<file path="config.mk">
export PLATFORM = sky130hd
export DESIGN_NAME = led_pattern_driver
export DESIGN_NICKNAME = d
export VERILOG_FILES = /design/src/rtl/led_pkg.sv /design/src/rtl/tick_gen.sv /design/src/rtl/led_pattern_driver.sv
export SDC_FILE = /design/constraint.sdc
export NUM_CORES = 1
export LEC_CHECK = 0
export ABC_AREA = 1
export BUFFER_PORTS_ARGS = -buffer_cell sky130_fd_sc_hd__buf_2
export CAP_MARGIN = 20
export CORE_MARGIN = 3
export CORE_UTILIZATION = 49
export DETAILED_ROUTE_END_ITERATION = 8
export PLACE_DENSITY = 0.72
export SLEW_MARGIN = 10
export SYNTH_ARGS = -nofsm -noshare
export SYNTH_HDL_FRONTEND = slang
export SYNTH_SLANG_ARGS = --single-unit
</file>
<file path="constraint.sdc">
create_clock -name clk -period 1.35 [get_ports clk]
set_input_delay 0.2025 -clock clk [delete_from_list [all_inputs] [get_ports clk]]
set_output_delay 0.2025 -clock clk [all_outputs]
set_load 0.02 [all_outputs]
</file>
<file path="src/rtl/led_pkg.sv">
// Shared types and helpers for the LED pattern driver.
package led_pkg;

    typedef enum logic [1:0] {
        LED_STATIC = 2'b00,
        LED_BLINK  = 2'b01,
        LED_SCAN   = 2'b10,
        LED_RSVD   = 2'b11
    } led_mode_e;

    // Widest bank the helper can build; callers size-cast the result down.
    localparam int LED_MAX_W = 64;
    localparam int IDX_MAX_W = 6;

    // One lit LED at idx, polarity applied (pol=1: lit is 0, dark is 1).
    function automatic logic [LED_MAX_W-1:0] onehot_dark(input logic [IDX_MAX_W-1:0] idx,
                                                        input logic pol);
        logic [LED_MAX_W-1:0] hot;
        hot = {{(LED_MAX_W-1){1'b0}}, 1'b1} << idx;
        return pol ? ~hot : hot;
    endfunction

endpackage

</file>
<file path="src/rtl/tick_gen.sv">
// Free-running divider: one-cycle tick every DIV cycles while run is high.
module tick_gen #(
    parameter int DIV = 4
) (
    input  logic clk,
    input  logic rst,
    input  logic clr,
    input  logic run,
    output logic tick
);
    localparam int CNT_W = (DIV > 1) ? $clog2(DIV) : 1;
    localparam logic [CNT_W-1:0] LAST = CNT_W'(DIV - 1);

    logic [CNT_W-1:0] cnt;

    // A clear or an idle cycle suppresses the tick so a restart never steps immediately.
    assign tick = run && !clr && (cnt == LAST);

    // Counter wraps at DIV-1 and parks at zero whenever cleared or not running.
    always_ff @(posedge clk) begin
        if (rst || clr || !run) begin
            cnt <= '0;
        end else if (cnt == LAST) begin
            cnt <= '0;
        end else begin
            cnt <= cnt + CNT_W'(1);
        end
    end

endmodule

</file>
<file path="src/rtl/led_pattern_driver.sv">
// Registered LED bank driver: static one-hot, blinking one-hot or scanning running light.
module led_pattern_driver
    import led_pkg::*;
#(
    parameter int                SEL_W      = 3,
    parameter int                EN_W       = 3,
    parameter logic [EN_W-1:0]   EN_MATCH   = EN_W'(4),
    parameter int                TICK_DIV   = 4,
    parameter bit                ACTIVE_LOW = 1'b1,
    localparam int               LED_N      = 2 ** SEL_W
) (
    input  logic             clk,
    input  logic             rst,
    input  logic [EN_W-1:0]  enable,
    input  logic [SEL_W-1:0] switch,
    input  logic [1:0]       mode,
    output logic [LED_N-1:0] led
);
    localparam logic [LED_N-1:0] DARK = {LED_N{ACTIVE_LOW}};

    led_mode_e        cur_mode;
    logic             armed;
    logic             restart;
    logic             run;
    logic             tick;

    led_mode_e        mode_p1;
    logic             armed_p1;
    logic             phase_on_p1;
    logic [SEL_W-1:0] pos_p1;

    logic             phase_on_nxt;
    logic [SEL_W-1:0] pos_nxt;
    logic [LED_N-1:0] led_nxt;

    assign cur_mode = led_mode_e'(mode);
    assign armed    = (enable == EN_MATCH) && (cur_mode != LED_RSVD);
    // Disarm, re-arm and any mode change all restart the pattern from its initial state.
    assign restart  = !armed || !armed_p1 || (cur_mode != mode_p1);
    assign run      = armed && (cur_mode != LED_STATIC);

    tick_gen #(
        .DIV (TICK_DIV)
    ) u_tick (
        .clk  (clk),
        .rst  (rst),
        .clr  (restart),
        .run  (run),
        .tick (tick)
    );

    // Next phase/position; the output is built from these so the first cycle shows the initial pattern.
    always_comb begin
        phase_on_nxt = 1'b1;
        pos_nxt      = switch;
        if (!restart) begin
            phase_on_nxt = tick ? !phase_on_p1 : phase_on_p1;
            pos_nxt      = pos_p1;
            if (tick && (cur_mode == LED_SCAN)) begin
                pos_nxt = switch[0] ? (pos_p1 - SEL_W'(1)) : (pos_p1 + SEL_W'(1));
            end
        end
    end

    // Pattern selection; anything not armed is a fully dark bank.
    always_comb begin
        led_nxt = DARK;
        if (armed) begin
            case (cur_mode)
                LED_STATIC: led_nxt = LED_N'(onehot_dark(IDX_MAX_W'(switch), ACTIVE_LOW));
                LED_BLINK:  led_nxt = phase_on_nxt ?
                                      LED_N'(onehot_dark(IDX_MAX_W'(switch), ACTIVE_LOW)) : DARK;
                LED_SCAN:   led_nxt = LED_N'(onehot_dark(IDX_MAX_W'(pos_nxt), ACTIVE_LOW));
                default:    led_nxt = DARK;
            endcase
        end
    end

    // State and output registers; reset leaves the bank dark with phase ON and position 0.
    always_ff @(posedge clk) begin
        if (rst) begin
            led         <= DARK;
            armed_p1    <= 1'b0;
            mode_p1     <= LED_STATIC;
            phase_on_p1 <= 1'b1;
            pos_p1      <= '0;
        end else begin
            led         <= led_nxt;
            armed_p1    <= armed;
            mode_p1     <= cur_mode;
            phase_on_p1 <= phase_on_nxt;
            pos_p1      <= pos_nxt;
        end
    end

endmodule
</file>
# Yosys cells after proc, flatten, opt, wreduce, memory -nomap -nowiden

Cells that the tools add are included.

Input port bits: 10
Output and inout bits: 8
Word-level logic and storage cells: 45
Flip-flop bits (word level): 17

Reduce and logical (&&, ||, !) cells: 18
Bitwise gates (word level): 3
Shift-type cells: 2
Muxes and demuxes: 7
Eq/ne operators: 6
$add $sub $neg: 3

Operators with widths:

| cell                                                               | count |
|---|---|
| 8-bit case mux with 3 select lines                                 | 1 |
| 8-bit inverter                                                     | 2 |
| 1-bit by 3-bit << shifter with 8-bit output, first input constant  | 2 |
| 3-bit two-way mux                                                  | 3 |
| 8-bit two-way mux                                                  | 1 |
| 1-bit logical AND                                                  | 5 |
| 1-bit zero test                                                    | 5 |
| 2-bit == test, second input constant                               | 2 |
| 1-bit logical OR                                                   | 4 |
| 2-bit OR reduction                                                 | 2 |
| 3-bit by 1-bit adder with 3-bit output, second input constant      | 1 |
| 3-bit == test, second input constant                               | 1 |
| 3-bit by 1-bit subtractor with 3-bit output, second input constant | 1 |
| 2-bit by 1-bit adder with 2-bit output, second input constant      | 1 |
| 2-bit by 1-bit == test with 1-bit output, second input constant    | 1 |
| 2-bit zero test                                                    | 1 |
| 1-bit two-way mux                                                  | 2 |
| 2-bit inequality test                                              | 1 |
| 2-bit inequality test, second input constant                       | 1 |
| 2-bit nonzero test                                                 | 1 |
| 1-bit inverter                                                     | 1 |

# Logic depth before layout (Yosys ltp)

Depth in word-level cells: 14
Depth in mapped cells: 13
Mapped depth without buffers: 13

# Cells and area by module

A second synthesis with hierarchy kept.

Cells, all modules: 156
Area, all modules: 1061.0 um^2

Modules (own cells, without submodules):

| module             | cells each | area each (um^2) | times used | seq. area each (um^2) |
|---|---|---|---|---|
| led_pattern_driver | 145        | 974.7            | 1          | 300.3 |
| tick_gen           | 11         | 86.3             | 1          | 40.0 |

# Worst setup path before layout

No wires, ideal clock.

Path type: register to register
From: register pos_p1[0]
To: register led[0]
Cell stages (with the launch flop): 10
Period minus slack after synthesis: 1.488 ns
Path slack: -0.138 ns
Setup time: 0.115 ns
Path buffers: 0
Required time: 1.235 ns
Data arrival time: 1.373 ns
Cell sequence: dfxtp_1 -> fa_1 -> xor2_1 -> inv_1 -> nand3_1 -> nand3_1 -> nand2_1 -> nand3_1 -> nand2_1 -> nand2_1

Word-level cells in the longest chain between the ends: 7
Elaborated cells between the ends (all ways): 8
Those cells by class: add/sub: 2; shift: 1; mux: 4; bitwise: 1

RTL lines:

| item                                                                                                  | line                     | RTL |
|---|---|---|
| from (decl)                                                                                           | led_pattern_driver.sv:30 | `logic [SEL_W-1:0] pos_p1;` |
| from (signal assigned)                                                                                | led_pattern_driver.sv:92 | `pos_p1 <= pos_nxt;` |
| 3-bit by 1-bit adder with 3-bit output or 3-bit by 1-bit subtractor with 3-bit output (tied branches) | led_pattern_driver.sv:60 | `pos_nxt = switch[0] ? (pos_p1 - SEL_W'(1)) : (pos_p1 + SEL_W'(1));` |
| 3-bit two-way mux                                                                                     | led_pattern_driver.sv:60 |  |
| 3-bit two-way mux (*)                                                                                 | led_pattern_driver.sv:59 | `if (tick && (cur_mode == LED_SCAN)) begin` |
| 3-bit two-way mux (*)                                                                                 | led_pattern_driver.sv:56 | `if (!restart) begin` |
| 1-bit by 3-bit << shifter with 8-bit output (*)                                                       | led_pkg.sv:19            | `hot = {{(LED_MAX_W-1){1'b0}}, 1'b1} << idx;` |
| 8-bit inverter (*)                                                                                    | led_pkg.sv:20            | `return pol ? ~hot : hot;` |
| 8-bit case mux with 3 select lines (*)                                                                | led_pattern_driver.sv:69 | `case (cur_mode)` |
| to (signal assigned)                                                                                  | led_pattern_driver.sv:88 | `led <= led_nxt;` |
| to (decl)                                                                                             | led_pattern_driver.sv:17 | `output logic [LED_N-1:0] led` |

Mark *: on every way between the ends. The rest lies on a longest branch, timed or not.
A chain may end at the register's enable or synchronous reset.

# Final worst setup path

From: register mode_p1[0]
To: register led[6]

Word-level cells in the longest chain between the ends: 11
Elaborated cells between the ends (all ways): 14
Those cells by class: eq/ne: 1; shift: 1; mux: 6; bitwise: 1; reduce/logical: 5

RTL lines:

| item                                        | line                     | RTL |
|---|---|---|
| from (decl)                                 | led_pattern_driver.sv:27 | `led_mode_e mode_p1;` |
| from (signal assigned)                      | led_pattern_driver.sv:90 | `mode_p1 <= cur_mode;` |
| 2-bit inequality test (*)                   | led_pattern_driver.sv:39 | `assign restart = !armed \|\| !armed_p1 \|\| (cur_mode != mode_p1);` |
| 1-bit logical OR (*)                        | led_pattern_driver.sv:39 |  |
| 1-bit zero test                             | --                       |  |
| 1-bit logical AND (2 in series)             | tick_gen.sv:17           | `assign tick = run && !clr && (cnt == LAST);` |
| 1-bit logical AND                           | led_pattern_driver.sv:59 |  |
| 3-bit two-way mux                           | led_pattern_driver.sv:59 |  |
| 3-bit two-way mux                           | led_pattern_driver.sv:56 |  |
| 1-bit by 3-bit << shifter with 8-bit output | led_pkg.sv:19            |  |
| 8-bit inverter                              | led_pkg.sv:20            |  |
| 8-bit case mux with 3 select lines (*)      | led_pattern_driver.sv:69 |  |

Marks and branches as above.

==> results.md <==
- The placed wire-length estimate after detailed placement is 2.20 mm.
- The overall die area is 2810 um2.
- The number of levels the H-tree was split into is 1.
- In this run the tightest slew margin relative to its limit is 82.1%.
- Setup violations remaining at the end of the flow were counted as 12.
- Entering global routing, the biggest net connects 10 pins.
- The maximum vdd drop is 0.531 mV.
- The flow ran to the end, but the final reports show violations.
- The total number of vias is between 1000 and 1500.
- The root buffer cell chosen for the clock tree is clkbuf_4.
- The row count is 16.
- The worst setup path is of the flip-flop to flip-flop kind.
- The number of CTS-inserted buffers is 3.
- In this run the vertical extent of the chip is between 50 and 60 um.
- The total clock sinks is 17.
- The first routing iteration left 32 violations.
- When the netlist entered floorplanning its net count stood at between 150 and 200.
- Counting every instance in the synthesized netlist gives ~170.
- The count of maximum capacitance violations is 0.
- Dividing the detail-routed via count by the number of cells gives 5.19.
- In this run the static leakage power is between 0.6 and 0.7 nW.
- The predominant post-synthesis flop cell is dfxtp_1.
- In this run the worst path has a maximum fanout of 6.
- The number of failing hold endpoints at the final stage is 0.
- No sink is reached through more buffers than the 2 on the longest clock path.
- In the layout the commonest cells are 51 x nand2_1, 21 x buf_4, 18 x nand3_1.
- The clock reaches the later pin of the worst-skew pair after roughly 0.30 ns.
- The path class of the tightest hold or removal check is input port to flip-flop.
- For this run, the total global-route usage over all layers was measured as around a quarter.
- The number of nets at the end of the flow is around 220.
- The cell with the largest stage delay on the worst path is dfxtp_2.
- STA classifies the critical path endpoint as a flip-flop.
- The cell area after technology mapping is between 1000 and 1500 um2.
- Data on the critical path arrives at its endpoint at ~1.8 ns.
- Input and output buffers added on the ports amount to 17.
- The power share of the combinational group is a little under a quarter.
- The fraction of final layout cells sized beyond drive strength 1 is 40.5%.
- In the final routed layout, each cell accounts on average for about 12 um.
- The core outline area is approximately 2000 um2.
- The data required time of the critical path is 1.54 ns.
- Derived from the worst setup path, the maximum achievable clock frequency is around 610 MHz.
- In this run the mean area of a mapped cell was 6.44 um2.
- The residual antenna-violating net count after detailed routing is 0.
- The total iterations of the first detailed-routing run is 4.
- In this run, flip-flops and latches consume approximately 49% of the power.
- For this run the aggregate overflow at the end of global routing stands at 0.
- The share of the clock period used by the worst path after layout is 122%.
- The worst path in the final design needs a cycle of 1.64 ns, including I/O delays and setup.
- The critical path goes through inv_1 -> nand2_1 -> nand2_2 -> nor2_4 -> nand3_4 -> nor2_4 -> nand3_2 -> nand2_1 -> nand2_1 -> nand2_2 -> nand3_2 -> nand2_1 -> nand2_1.
- The checks that failed: negative setup slack.
- The net switching component of the power is roughly 320 uW.
- The final instance count without filler cells is approximately 240.
- From synthesis to final layout, the design area changed by 40.2%.
- After detailed placement, the design holds a cell count of between 200 and 250.
- The number of buffer and inverter stages on the critical path is 1.
- The switching power share of the total is a little over 30%.
- From left edge to right edge, the die measures around 53 um.
- Summing internal, switching and leakage power gives approximately 1.1 mW.
- For this block, the routed nets add up to just under 3 mm of wire.
- The repair_antennas step left the layout with diodes totalling 0.
- For this run, asynchronously set or reset flops after synthesis account for 0%.
- The number of antenna violations at the first check in global routing came to 0.
- In this run, synthesis inferred 0 flip-flops with an integrated enable.
- The number of top-level pins is 18.
- The leading cell type in the layout, fill and taps excluded is nand2_1.
- OpenSTA, run right after detailed placement, puts the worst setup slack at -0.379 ns.
- Internal power comes to 736 uW.
- The effective utilization at floorplan is between 50% and 60%.
- The clock skew is approximately 0.0094 ns.
- The clock slew seen by the registers of the worst setup and hold paths is around 0.11 ns.
- The ratio of total power to cell area is around 700 nW/um2.
- In this design, the stage delay of the slowest critical-path cell is roughly 0.37 ns.
- The family with the most delay on the worst path is simple AND/OR/NAND/NOR gates.
- The unique cell type count in the Yosys netlist is 23.
- At the pin with the least slew margin, the transition time is roughly 0.27 ns.
- The sort of element at the start of the critical path is a flip-flop.
- The via count of the first global-routing pass is 1141.
- The final weighted congestion in routability-driven placement is roughly 0.88.
- The first global-routing pass estimated approximately 4.9 mm of wire.
- The final-layout setup total negative slack is -2.92 ns.
- Setup repair after global routing could not meet its margin everywhere.
- After synthesis, flip-flops and latches occupy 31.4% of the total area.
- Across all setup checks in the final design, the least slack found is -0.294 ns.
- The number of warning messages in the yosys log is 0.
- The CTS tree is yes.
- The clock network fraction of design power is between 20 and 30%.
- The detailed-route DRC error count is 0.
- Among the stages of the critical path, the cell type that occurs most often is nand2_1.
- The flip-flop and latch count after synthesis is 17.
- The final number of max-transition violations is 0.
==> layout make-up <==
class	instances	area [um2]
flip-flops and latches	17	344
clock buffers	4	26.3
inverters	15	56.3
well taps	27	33.8
repair buffers	40	265
multi-input cells	134	792
fillers	170	504
==> sequential cells by signal, summed over array words and instances, names as in the netlist <==
signal / count
u_tick.cnt: 2
phase_on_p1: 1
pos_p1: 3
armed_p1: 1
mode_p1: 2
led: 8
==> layer usage <==
| metal | part of all wire, % | GRT usage [%] |
|---|---|---|
| met1 | 44 | 30.4 |
| met2 | 50 | 40.3 |
| met3 | 5.5 | 2.82 |
| met4 | 0.44 | 8.51 |
| met5 | 0 | 0 |
==> worst paths after layout <==
path,start,depth (start not counted),to,slack (ns)
hold / removal,rst,2,pos_p1[0]$_SDFF_PP0_,0.14
setup reg to reg,mode_p1[0]$_SDFF_PP0_,13,led[6]$_SDFF_PP1_,-0.29
hold reg to reg,u_tick.cnt[0]$_SDFF_PP0_,1,u_tick.cnt[0]$_SDFF_PP0_,0.44
setup / recovery,mode_p1[0]$_SDFF_PP0_,13,led[6]$_SDFF_PP1_,-0.29
==> worst register-to-register path, delay by kind of cell, from the launching register on <==
family | cells | cell delay, ns
simple gates | 12 | 1.12
flops | 1 | 0.37
buf+inv | 1 | 0.05
==> power groups by stage <==
stage | clock network (mW) | logic, mW | registers (mW)
finish | 0.287 | 0.250 | 0.523
global route | 0.307 | 0.278 | 0.525
CTS | 0.296 | 0.228 | 0.523
detailed placement | 0 | 0.220 | 0.534
global placement | 0 | 0.213 | 0.534
floorplan | 0 | 0.121 | 0.538
==> metrics by stage <==
stage                     hold slack [ns]  area, um2  util [%]
after global placement              0.406       1370      67.7
after detailed placement            0.428       1370      67.7
final                               0.144       1520      75.1
after global routing                0.155       1520      75.1
after CTS                           0.149       1450      71.5
after floorplan                     0.324       1090         -
==> synthesized netlist by cell type (2+ instances only) <==
master   instances  share of area [%]
nand3_1         27                 12
dfxtp_1         17                 31
or2_1            7                4.0
nand2_2          5                2.9
inv_1           13                4.5
a21oi_1          8                3.7
xnor2_1          2                1.6
nor2_4           3                3.1
inv_2            2               0.69
nand2_1         59                 20
nor2_1          12                4.2
nand4_1          2                1.2
==> cells by family (layout without fill, tap and decap cells) <==
kind of cell / Yosys count / in the layout / synth area share [%]
DFF: 17 / 17 / 31.4
buffers and inverters: 17 / 59 / 6.01
and+or+nand+nor: 119 / 119 / 52.1
AOI/OAI and AO/OA: 10 / 10 / 4.97
xor gates and xnor gates: 3 / 3 / 2.43
adders and majority gates: 2 / 2 / 3.01
==> repair_timing <==
item,CTS,global route
hold buffers,0,0
gates resized for setup,11,17
cloned,0,0
endpoints found under the setup margin,12,12
buffers inserted,0,1
pin swaps,6,19
Note: power is estimated with default switching activity, not from simulation.
